`config.mk`:
```
export PLATFORM = sky130hd
export DESIGN_NAME = branch_sequencer
export DESIGN_NICKNAME = d
export VERILOG_FILES = /design/src/rtl/branch_sequencer.sv
export SDC_FILE = /design/constraint.sdc
export NUM_CORES = 1
export LEC_CHECK = 0
export BUFFER_PORTS_ARGS = -buffer_cell sky130_fd_sc_hd__buf_2
export CAP_MARGIN = 20
export CORE_MARGIN = 10
export CORE_UTILIZATION = 39
export DETAILED_ROUTE_END_ITERATION = 8
export GPL_TIMING_DRIVEN = 0
export PLACE_DENSITY = 0.62
export SLEW_MARGIN = 10
export SYNTH_ARGS = -nofsm -noshare
export SYNTH_HDL_FRONTEND = slang
export SYNTH_SLANG_ARGS = --single-unit
```
`constraint.sdc`:
```
create_clock -name clock -period 2.7 [get_ports clock]
set_clock_uncertainty 0.15 [all_clocks]
set_input_delay 0.405 -clock clock [delete_from_list [all_inputs] [get_ports clock]]
set_output_delay 0.405 -clock clock [all_outputs]
set_load 0.05 [all_outputs]
```
`src/rtl/branch_sequencer.sv`:
```
`default_nettype none
// ============================================================================
// Module      : branch_sequencer
// Description : Next-PC sequencer. Runs the fetch/execute handshake and holds
//               a small hardware return-address stack.
// Revision    : 1.0 - initial release
// ============================================================================
module branch_sequencer #(
    parameter int PC_WIDTH    = 8,
    parameter int STACK_DEPTH = 4
) (
    input  logic                clock,
    input  logic                nReset,
    output logic                imem_req,
    output logic [PC_WIDTH-1:0] imem_addr,
    input  logic                imem_ack,
    input  logic                ctrl_valid,
    output logic                ctrl_ready,
    input  logic                br_en,
    input  logic                br_sense,
    input  logic                cmp_result,
    input  logic [PC_WIDTH-1:0] br_target,
    input  logic                call,
    input  logic                ret,
    input  logic                halt,
    output logic [PC_WIDTH-1:0] pc,
    output logic                halted,
    output logic                stack_err
);

    localparam int c_IDX_W = $clog2(STACK_DEPTH);
    localparam int c_SP_W  = c_IDX_W + 1;
    localparam logic [c_SP_W-1:0] c_SP_FULL = c_SP_W'(STACK_DEPTH);

    typedef enum logic [1:0] {
        S_FETCH = 2'd0,
        S_EXEC  = 2'd1,
        S_HALT  = 2'd2
    } state_t;

    state_t              r_state;
    logic [PC_WIDTH-1:0] r_pc;
    logic [c_SP_W-1:0]   r_sp;
    logic                r_stack_err;
    logic [PC_WIDTH-1:0] r_stack [STACK_DEPTH];

    logic                w_transfer;
    logic                w_empty;
    logic                w_full;
    logic                w_taken;
    logic                w_push;
    logic [PC_WIDTH-1:0] w_pc_inc;
    logic [c_SP_W-1:0]   w_sp_dec;
    logic [c_IDX_W-1:0]  w_push_idx;
    logic [c_IDX_W-1:0]  w_top_idx;

    assign w_transfer = (r_state == S_EXEC) && ctrl_valid;
    assign w_empty    = (r_sp == '0);
    assign w_full     = (r_sp == c_SP_FULL);
    assign w_taken    = br_en && (cmp_result == br_sense);
    assign w_pc_inc   = r_pc + PC_WIDTH'(1);
    assign w_sp_dec   = r_sp - c_SP_W'(1);
    assign w_push_idx = r_sp[c_IDX_W-1:0];
    assign w_top_idx  = w_sp_dec[c_IDX_W-1:0];
    // Push only when the call actually wins priority and there is room.
    assign w_push     = w_transfer && !halt && !ret && call && !w_full;

    always_ff @(posedge clock or negedge nReset) begin
        if (!nReset) begin
            r_state     <= S_FETCH;
            r_pc        <= '0;
            r_sp        <= '0;
            r_stack_err <= 1'b0;
        end else begin
            case (r_state)
                S_FETCH: begin
                    if (imem_ack) begin
                        r_state <= S_EXEC;
                    end
                end
                S_EXEC: begin
                    if (ctrl_valid) begin
                        r_state <= S_FETCH;
                        if (halt) begin
                            r_state <= S_HALT;
                        end else if (ret) begin
                            if (w_empty) begin
                                r_pc        <= w_pc_inc;
                                r_stack_err <= 1'b1;
                            end else begin
                                r_pc <= r_stack[w_top_idx];
                                r_sp <= w_sp_dec;
                            end
                        end else if (call) begin
                            r_pc <= br_target;
                            if (w_full) begin
                                r_stack_err <= 1'b1;
                            end else begin
                                r_sp <= r_sp + c_SP_W'(1);
                            end
                        end else if (w_taken) begin
                            r_pc <= br_target;
                        end else begin
                            r_pc <= w_pc_inc;
                        end
                    end
                end
                S_HALT: begin
                    r_state <= S_HALT;
                end
                default: begin
                    r_state <= S_HALT;
                end
            endcase
        end
    end

    // Stack storage carries no reset; only entries below the pointer are read.
    always_ff @(posedge clock) begin
        if (w_push) begin
            r_stack[w_push_idx] <= w_pc_inc;
        end
    end

    assign imem_req   = (r_state == S_FETCH);
    assign imem_addr  = r_pc;
    assign ctrl_ready = (r_state == S_EXEC);
    assign halted     = (r_state == S_HALT);
    assign pc         = r_pc;
    assign stack_err  = r_stack_err;

endmodule
`default_nettype wire

```
==> impl_metrics.tcl, run 1 <==
set metrics [dict create \
    status "finished clean" \
    r2r-end "r_stack[2][5]" \
    worstPathRequired_ps 2510 \
    endpoint_kind "flip-flop" \
    max_freq_ghz 0.413 \
    synth_area_leaders "edfxtp_1, dfrtp_1, mux4_2" \
    worstPathCellList "buf_6, inv_1, ha_1, a21boi_0, and3_1" \
    cp.arrival_ps 2230 \
    max_stage_delay_ps 510 \
    dpl.hpwl_um 3970 \
    tightest_slew_ps 637 \
    hold_path_depth 3 \
    clock_latency_ps 310 \
    drv_slew 0 \
    antenna_found_initial 0 \
    initialDrtViolationCount 107 \
    async_flop_share_pct 30.4 \
    start_util_pct 40.5 \
    cts_buffer_depth 2 \
    hold_viol_final 0 \
    syn_avg_cell_area_um2 12.8 \
    area_growth_pct 15.9 \
    power_density_mw_per_mm2 1010 \
    layout.cells.most_common_list "buf_2, edfxtp_1, dfrtp_1, buf_4, o21ai_0" \
    overflow 0 \
    synth_edf_count 32 \
    gp_congestion 0.833 \
    drive_gt1_share_pct 32.1 \
    dr.pass1.iters 4 \
    clock_sinks 46 \
    hold-worst-slack_ps 179 \
    hold_path.class "in2reg" \
    finalSetupViolCount 0 \
    rr_startpoint "r_sp[0]" \
    total_power_mw 2.82 \
    n_antenna_cell 0 \
    cts_buffers 5 \
    r2r_slack_ps 280 \
    via_per_inst 5.45 \
    synth.net_count 212 \
    grt_use_total_pct 11.7 \
    die_height_um 98.7 \
    fp.dieW_um 98.7 \
    holdPathEnd "r_state[0]" \
    finalWirelength_um 5430 \
    layout_commonest_cell "buf_2" \
    grt_pass1_wl_um 9200 \
    cap_viol_max_count 0 \
    drt-wirelength-per-cell_um 17.6 \
    final_antenna_net_count 0 \
    multiInputGateArea_um2 970 \
    clkSlewWorstSetupHoldPaths_ps 100 \
    relSlewSlack_pct 57.6 \
    crit_type "reg2reg" \
    synth_flop_cell "edfxtp_1" \
    syn_area_mm2 0.00241 \
    synth-seq-area-share_pct 54.3 \
    num_io_pins 38 \
    r2r_cells 5 \
    hp-start "imem_ack" \
    netlist_instances 188 \
    die_area_mm2 0.00973 \
    fin_nets 257 \
    slowest_stage "and3_1" \
    io_buffers 37 \
    period_needed_ps 2420 \
    fill_cells 557 \
    synth_top_area_share_pct 39.8 \
    p_leak_nw 1.11 \
    dp_slack_ps 286 \
    yosysWarnings 0 \
    grt_pass1_vias 1776 \
    synth_top_cell_by_area "edfxtp_1" \
    cp_max_fo 10 \
    start_kind "flip-flop" \
    ir_drop_mv 0.587 \
    rsz0062_at_grt "no" \
    grt_max_degree 17 \
    cts_max_level 2 \
    synth_cell_types 47 \
    fin_tns_setup_ps 0 \
    core_area_mm2 0.00596 \
    fin_crit_sh_pct 89.6 \
    timing.final.ws_setup_ps 280 \
    num_vias 1685 \
    rows 28 \
    cts_tree "yes" \
    drc 0 \
    regArea_mm2 0.00131 \
    cts_resized 0 \
    ys_ff_latch 46 \
    ctsRootBufferMaster "clkbuf_8" \
]
## metrics by stage
| step | cells | util [%] | cell area (µm²) |
|---|---|---|---|
| after floorplan | 188 | - | 2410 |
| after global placement | 300 | 45.2 | 2690 |
| after detailed placement | 300 | 45.2 | 2690 |
| after CTS | 309 | 47.0 | 2800 |
| after global routing | 309 | 47.0 | 2800 |
| final | 309 | 47.0 | 2800 |
## registers in the layout, indices dropped and copies added (netlist names)
name       cells
imem_addr      8
r_sp           3
r_stack       32
r_state        2
stack_err      1
## how the worst max path moves through the flow
| stage | start | cells after the start | slack, ps | to |
|---|---|---|---|---|
| 4_1_cts | r_sp[0] | 5 | 270 | r_stack[0][2] |
| 2_1_floorplan | imem_addr[0] | 4 | 550 | r_stack[0][6] |
| 5_1_grt | r_sp[0] | 5 | 40 | r_stack[0][4] |
| 6_report | r_sp[0] | 5 | 280 | r_stack[2][5] |
| 3_3_place_gp | r_sp[0] | 5 | 290 | r_stack[2][2] |
| 3_5_place_dp | r_sp[0] | 5 | 290 | r_stack[0][2] |
## cell usage after synthesis (all sizes together), types with 2 or more instances
cell type,instances
edfxtp,32
buf,13
mux2i,5
o21ai,9
nor2b,3
mux4,8
a31o,2
nand2,7
nor2,8
or3,2
ha,6
o21a,3
xor2,3
inv,7
nand2b,2
a32oi,2
a21oi,6
clkbuf,3
or4,2
nand3,6
nor3,5
o211ai,5
and3,7
xnor2,4
dfrtp,14
a211oi,7
or2,2
## cells by family after synthesis
group           share of synthesized area (%)
xor+xnor                                 2.54
fa+ha+maj                                3.11
compound gates                           12.6
mux                                      9.54
flops                                    54.3
buf+inv                                  5.49
simple gates                             12.4
## cell type report
class	instances	share of cell area [%]
flip-flops and latches	46	46.9
multi-input cells	119	34.7
repair buffers	38	6.98
plain buffers	16	3.80
well taps	75	3.36
clock buffers	5	2.46
inverters	7	0.940
clock inverters	3	0.895
## critical path: cells and delay by family (launching register included)
family	cells	cell delay, ps
AO/OA/AOI/OAI	1	450
adder cells (fa/ha/maj)	1	270
buffers and inverters	2	300
flip-flops	1	400
AND/OR/NAND/NOR	1	510
## what timing repair did
| action | CTS | global route |
|---|---|---|
| endpoints found under the hold margin | 14 | 0 |
| hold buffers | 1 | 0 |
| buffers inserted | 0 | 0 |
## power by group
part           leakage [nW]  total (mW)  internal [mW]  switching (mW)
Combinational         0.601        1.36          0.490           0.871
Clock                0.0447       0.452          0.187           0.264
Sequential            0.460        1.01          0.904           0.108
Total                  1.11        2.82           1.58            1.24
## metal layers
| layer | GRT usage (%) | vias up | part of all wire (%) |
|---|---|---|---|
| met5 | 0 | - | 0 |
| met4 | 4.63 | 0 | 1.5 |
| met3 | 3.84 | 6 | 7.7 |
| met2 | 18.0 | 53 | 45 |
| met1 | 14.9 | 815 | 46 |
| li1 | - | 811 | - |
Note: power is estimated with default switching activity, not from simulation.
==> run 2: changes to the inputs <==
Settings changed: GPL_ROUTABILITY_DRIVEN from default to 0, PLACE_DENSITY 0.62 to default.
==> run 2 against run 1 <==
Net effect:
- final area about the same
- fmax decreased by 2.8%
- critical path type unchanged
- wire length up 3.9%
==> impl_metrics.tcl, run 2 (synthesis gave the netlist of run 1 again) <==
set metrics [dict create \
    worstPathCellList "buf_6, inv_1, ha_1, a21boi_0, and3_1" \
    start_kind "flip-flop" \
    clock_sinks 46 \
    grt_max_degree 15 \
    critPathBufInv 2 \
    slowest_stage "and3_1" \
    status "finished clean" \
    dpl.hpwl_um 4110 \
    cts_tree "yes" \
    start_util_pct 40.5 \
    die_area_mm2 0.00973 \
    initialDrtViolationCount 109 \
    die_height_um 98.7 \
    area_growth_pct 16.0 \
    hold_path.class "in2reg" \
    cpLargestDelayFamily "simple AND/OR/NAND/NOR gates" \
    period_needed_ps 2490 \
    crit_type "reg2reg" \
    drt-wirelength-per-cell_um 18.2 \
    hold-worst-slack_ps 199 \
    power_density_mw_per_mm2 1010 \
    finalWirelength_um 5640 \
    p_leak_nw 1.11 \
    clkSlewWorstSetupHoldPaths_ps 80 \
    cts_buffers 5 \
    grt_use_total_pct 11.9 \
    clock_latency_ps 300 \
    num_io_pins 38 \
    endpoint_kind "flip-flop" \
    core_area_mm2 0.00596 \
    worstPathRequired_ps 2490 \
    ir_drop_mv 0.451 \
    rsz0062_at_grt "no" \
    fin_crit_sh_pct 92.2 \
    drv_slew 0 \
    drive_gt1_share_pct 32.5 \
    overflow 0 \
    tightest_slew_ps 638 \
    relSlewSlack_pct 57.5 \
    cts_buffer_depth 2 \
    cap_viol_max_count 0 \
    max_stage_delay_ps 560 \
    cp.arrival_ps 2280 \
    rows 28 \
    grt_pass1_vias 1729 \
    largest-register "r_stack" \
    layout_commonest_cell "buf_2" \
    fp.dieW_um 98.7 \
    antenna_found_initial 0 \
    final_antenna_net_count 0 \
    largest_register_ffs 32 \
    ctsRootBufferMaster "clkbuf_8" \
    grt_pass1_wl_um 9110 \
    io_buffers 37 \
    layout.cells.most_common_list "buf_2, edfxtp_1, dfrtp_1, buf_4, o21ai_0" \
    dr.pass1.iters 4 \
    drc 0 \
    hold_viol_final 0 \
    finalSetupViolCount 0 \
    via_per_inst 5.34 \
    fin_nets 257 \
    n_antenna_cell 0 \
    max_freq_ghz 0.402 \
    num_vias 1650 \
    cts_setup_buffers 0 \
    cts_max_level 2 \
    cp_max_fo 10 \
    fin_tns_setup_ps 0 \
]
[run 2: final timing paths]
path | slack [ps] | to | cells past startpoint | from
setup / recovery | 210 | r_stack[0][5] | 5 | r_sp[0]
hold reg to reg | 320 | stack_err | 1 | stack_err
hold / removal | 200 | r_state[0] | 3 | imem_ack
max in group asynchronous | 1750 | imem_addr[3] | 2 | nReset
setup reg to reg | 210 | r_stack[0][5] | 5 | r_sp[0]
min in group asynchronous | 390 | imem_addr[0] | 2 | nReset
[run 2: final cells by class]
type | instances | area (µm²)
plain buffers | 16 | 106
repair buffers | 38 | 195
flip-flops and latches | 46 | 1310
clock inverters | 2 | 12.5
well taps | 75 | 93.8
multi-input cells | 119 | 971
clock buffers | 6 | 82.6
fillers | 568 | 3160
inverters | 7 | 26.3
[run 2: repair_timing]
| item | CTS | global route |
|---|---|---|
| hold endpoints to repair | 14 | 0 |
| setup endpoints to repair | 0 | 7 |
| gates resized for setup | 0 | 1 |
| hold buffers | 1 | 0 |
[run 2: report_power, final]
group	leakage [nW]	internal, mW	total, mW	switching (mW)
logic	0.600	0.491	1.36	0.873
clock network	0.0472	0.206	0.436	0.230
registers	0.460	0.904	1.02	0.112
[run 2: layer usage]
layer,GRT usage (%),share of wire [%],vias up
li1,-,-,805
met1,15.5,44,788
met2,17.9,46,48
met3,3.63,7.8,9
met4,4.85,2.5,0
met5,0,0,-
[run 2: metrics by stage]
step | std cells | util (%) | total power, mW | cell area [µm²] | setup WS (ps)
final | 309 | 47.0 | 2.82 | 2800 | 210
after global routing | 309 | 47.0 | 2.99 | 2800 | 27.4
after CTS | 309 | 47.0 | 2.85 | 2800 | 182
after detailed placement | 300 | 45.2 | 2.41 | 2690 | 186
after global placement | 300 | 45.2 | 2.39 | 2690 | 263
after floorplan | 188 | - | 2.08 | 2410 | 553
[run 2: worst min-delay path: stages]
cell     delay [ps]
buf_2            80
mux2i_1          50
nor2_1           70
==> run 3: changes to the inputs <==
Settings changed: CORE_MARGIN 10 to default.
==> run 3 against run 2 <==
Net effect:
- sequential power about the same
- hold slack got worse by 2.5 ps
- largest cell class unchanged
- clock power grew 4.6%
- highest routed layer unchanged
==> impl_metrics.tcl, run 3 (synthesis gave the netlist of run 1 again) <==
set metrics [dict create \
    p_sw_mw 1.24 \
    dr.pass1.iters 4 \
    largest-register "r_stack" \
    period_needed_ps 2440 \
    finalWirelength_um 5370 \
    seq_power_share_pct 35.9 \
    multiInputGateArea_um2 970 \
    layout_commonest_cell "buf_2" \
    die_area_mm2 0.00651 \
    fin_crit_sh_pct 90.5 \
    finalSetupViolCount 0 \
    relSlewSlack_pct 55.7 \
    hold_path.class "in2reg" \
    drv_slew 0 \
    grt_max_degree 18 \
    largest_register_ffs 32 \
    ir_drop_mv 0.450 \
    antenna_found_initial 0 \
    worstPathCellList "buf_6, inv_1, ha_1, a21boi_0, and3_1" \
    p_leak_nw 1.11 \
    slowest_stage "and3_1" \
    clkSlewWorstSetupHoldPaths_ps 100 \
    rows 28 \
    cp.arrival_ps 2230 \
    cp_max_fo 10 \
    status "finished clean" \
    grt_use_total_pct 18.6 \
    final_antenna_net_count 0 \
    clock_sinks 46 \
    power_density_mw_per_mm2 1010 \
    fill_cells 571 \
    area_growth_pct 15.9 \
    fin_tns_setup_ps 0 \
    start_util_pct 40.5 \
    grt_pass1_wl_um 8590 \
    dpl.hpwl_um 3830 \
    io_buffers 37 \
    combPwrFrac_pct 48.0 \
    hold_viol_final 0 \
    fin_nets 257 \
    start_kind "flip-flop" \
    fin_util_pct 47.0 \
    power_report.internal_total_mw 1.59 \
    clock_latency_ps 310 \
    cts_max_level 2 \
    cts_tree "yes" \
    overflow 0 \
    layout.cells.most_common_list "buf_2, edfxtp_1, dfrtp_1, buf_4, o21ai_0" \
    ctsRootBufferMaster "clkbuf_8" \
    cpLargestDelayFamily "simple AND/OR/NAND/NOR gates" \
    swShare_pct 43.9 \
    endpoint_kind "flip-flop" \
    initialDrtViolationCount 121 \
    cts_buffers 5 \
    tightest_slew_ps 664 \
    regArea_mm2 0.00131 \
    max_freq_ghz 0.409 \
    drc 0 \
    fp.dieW_um 80.7 \
    cap_viol_max_count 0 \
    num_vias 1682 \
    grt_pass1_vias 1611 \
    p_clk_share_pct 16.1 \
    num_io_pins 38 \
    critPathBufInv 2 \
    drive_gt1_share_pct 32.1 \
    worstPathRequired_ps 2490 \
    via_per_inst 5.44 \
    core_area_mm2 0.00596 \
    die_height_um 80.7 \
    cts_buffer_depth 2 \
    max_stage_delay_ps 570 \
    drt-wirelength-per-cell_um 17.4 \
    crit_type "reg2reg" \
    rsz0062_at_grt "no" \
    n_antenna_cell 0 \
]
## run 3: stage by stage
| step | std cells | cell area (µm²) | power (mW) | hold slack [ps] | setup slack [ps] |
|---|---|---|---|---|---|
| floorplan | 188 | 2410 | 2.08 | -40.6 | 553 |
| global placement | 300 | 2690 | 2.37 | 187 | 272 |
| detailed placement | 300 | 2690 | 2.40 | 192 | 243 |
| CTS | 309 | 2800 | 2.86 | 201 | 231 |
| global route | 309 | 2800 | 2.99 | 203 | 69.7 |
| finish | 309 | 2800 | 2.83 | 197 | 257 |
## run 3: repair_timing
item                      4_1_cts  5_1_grt
hold endpoints to repair       14        0
resized for setup               0        0
buffers inserted                0        0
hold buffers                    1        0
## run 3: worst paths after layout
check                           startpoint  cells past startpoint  slack [ps]       endpoint
worst max-delay path               r_sp[0]                      5         260  r_stack[0][0]
worst min-delay path              imem_ack                      3         200     r_state[0]
worst max register to register     r_sp[0]                      5         260  r_stack[0][0]
worst min register to register   stack_err                      1         330      stack_err
max in group asynchronous           nReset                      2        1770      stack_err
min in group asynchronous           nReset                      2         370   imem_addr[2]
## run 3: power groups by stage
stage	clock network (mW)	registers (mW)	logic, mW
floorplan	0	1.17	0.908
global placement	0	1.03	1.34
detailed placement	0	1.03	1.36
CTS	0.469	1.02	1.37
global route	0.491	1.04	1.47
finish	0.456	1.02	1.36
## run 3: layout make-up
type	instances	area share (%)
multi-input cells	119	34.7
inverters	7	0.939
clock inverters	3	0.939
well taps	75	3.35
clock buffers	5	2.46
flip-flops and latches	46	46.9
repair buffers	38	6.98
plain buffers	16	3.80
## run 3: metal layers
metal	track usage, %	vias up	part of all wire, %
met5	0	-	0
met4	8.21	0	1.9
met3	3.41	6	5.7
met2	29.0	42	46
met1	25.1	827	47
li1	-	807	-
## run 3: worst min-delay path, stage by stage
cell	delay, ps
buf_2	80
mux2i_1	60
nor2_1	80
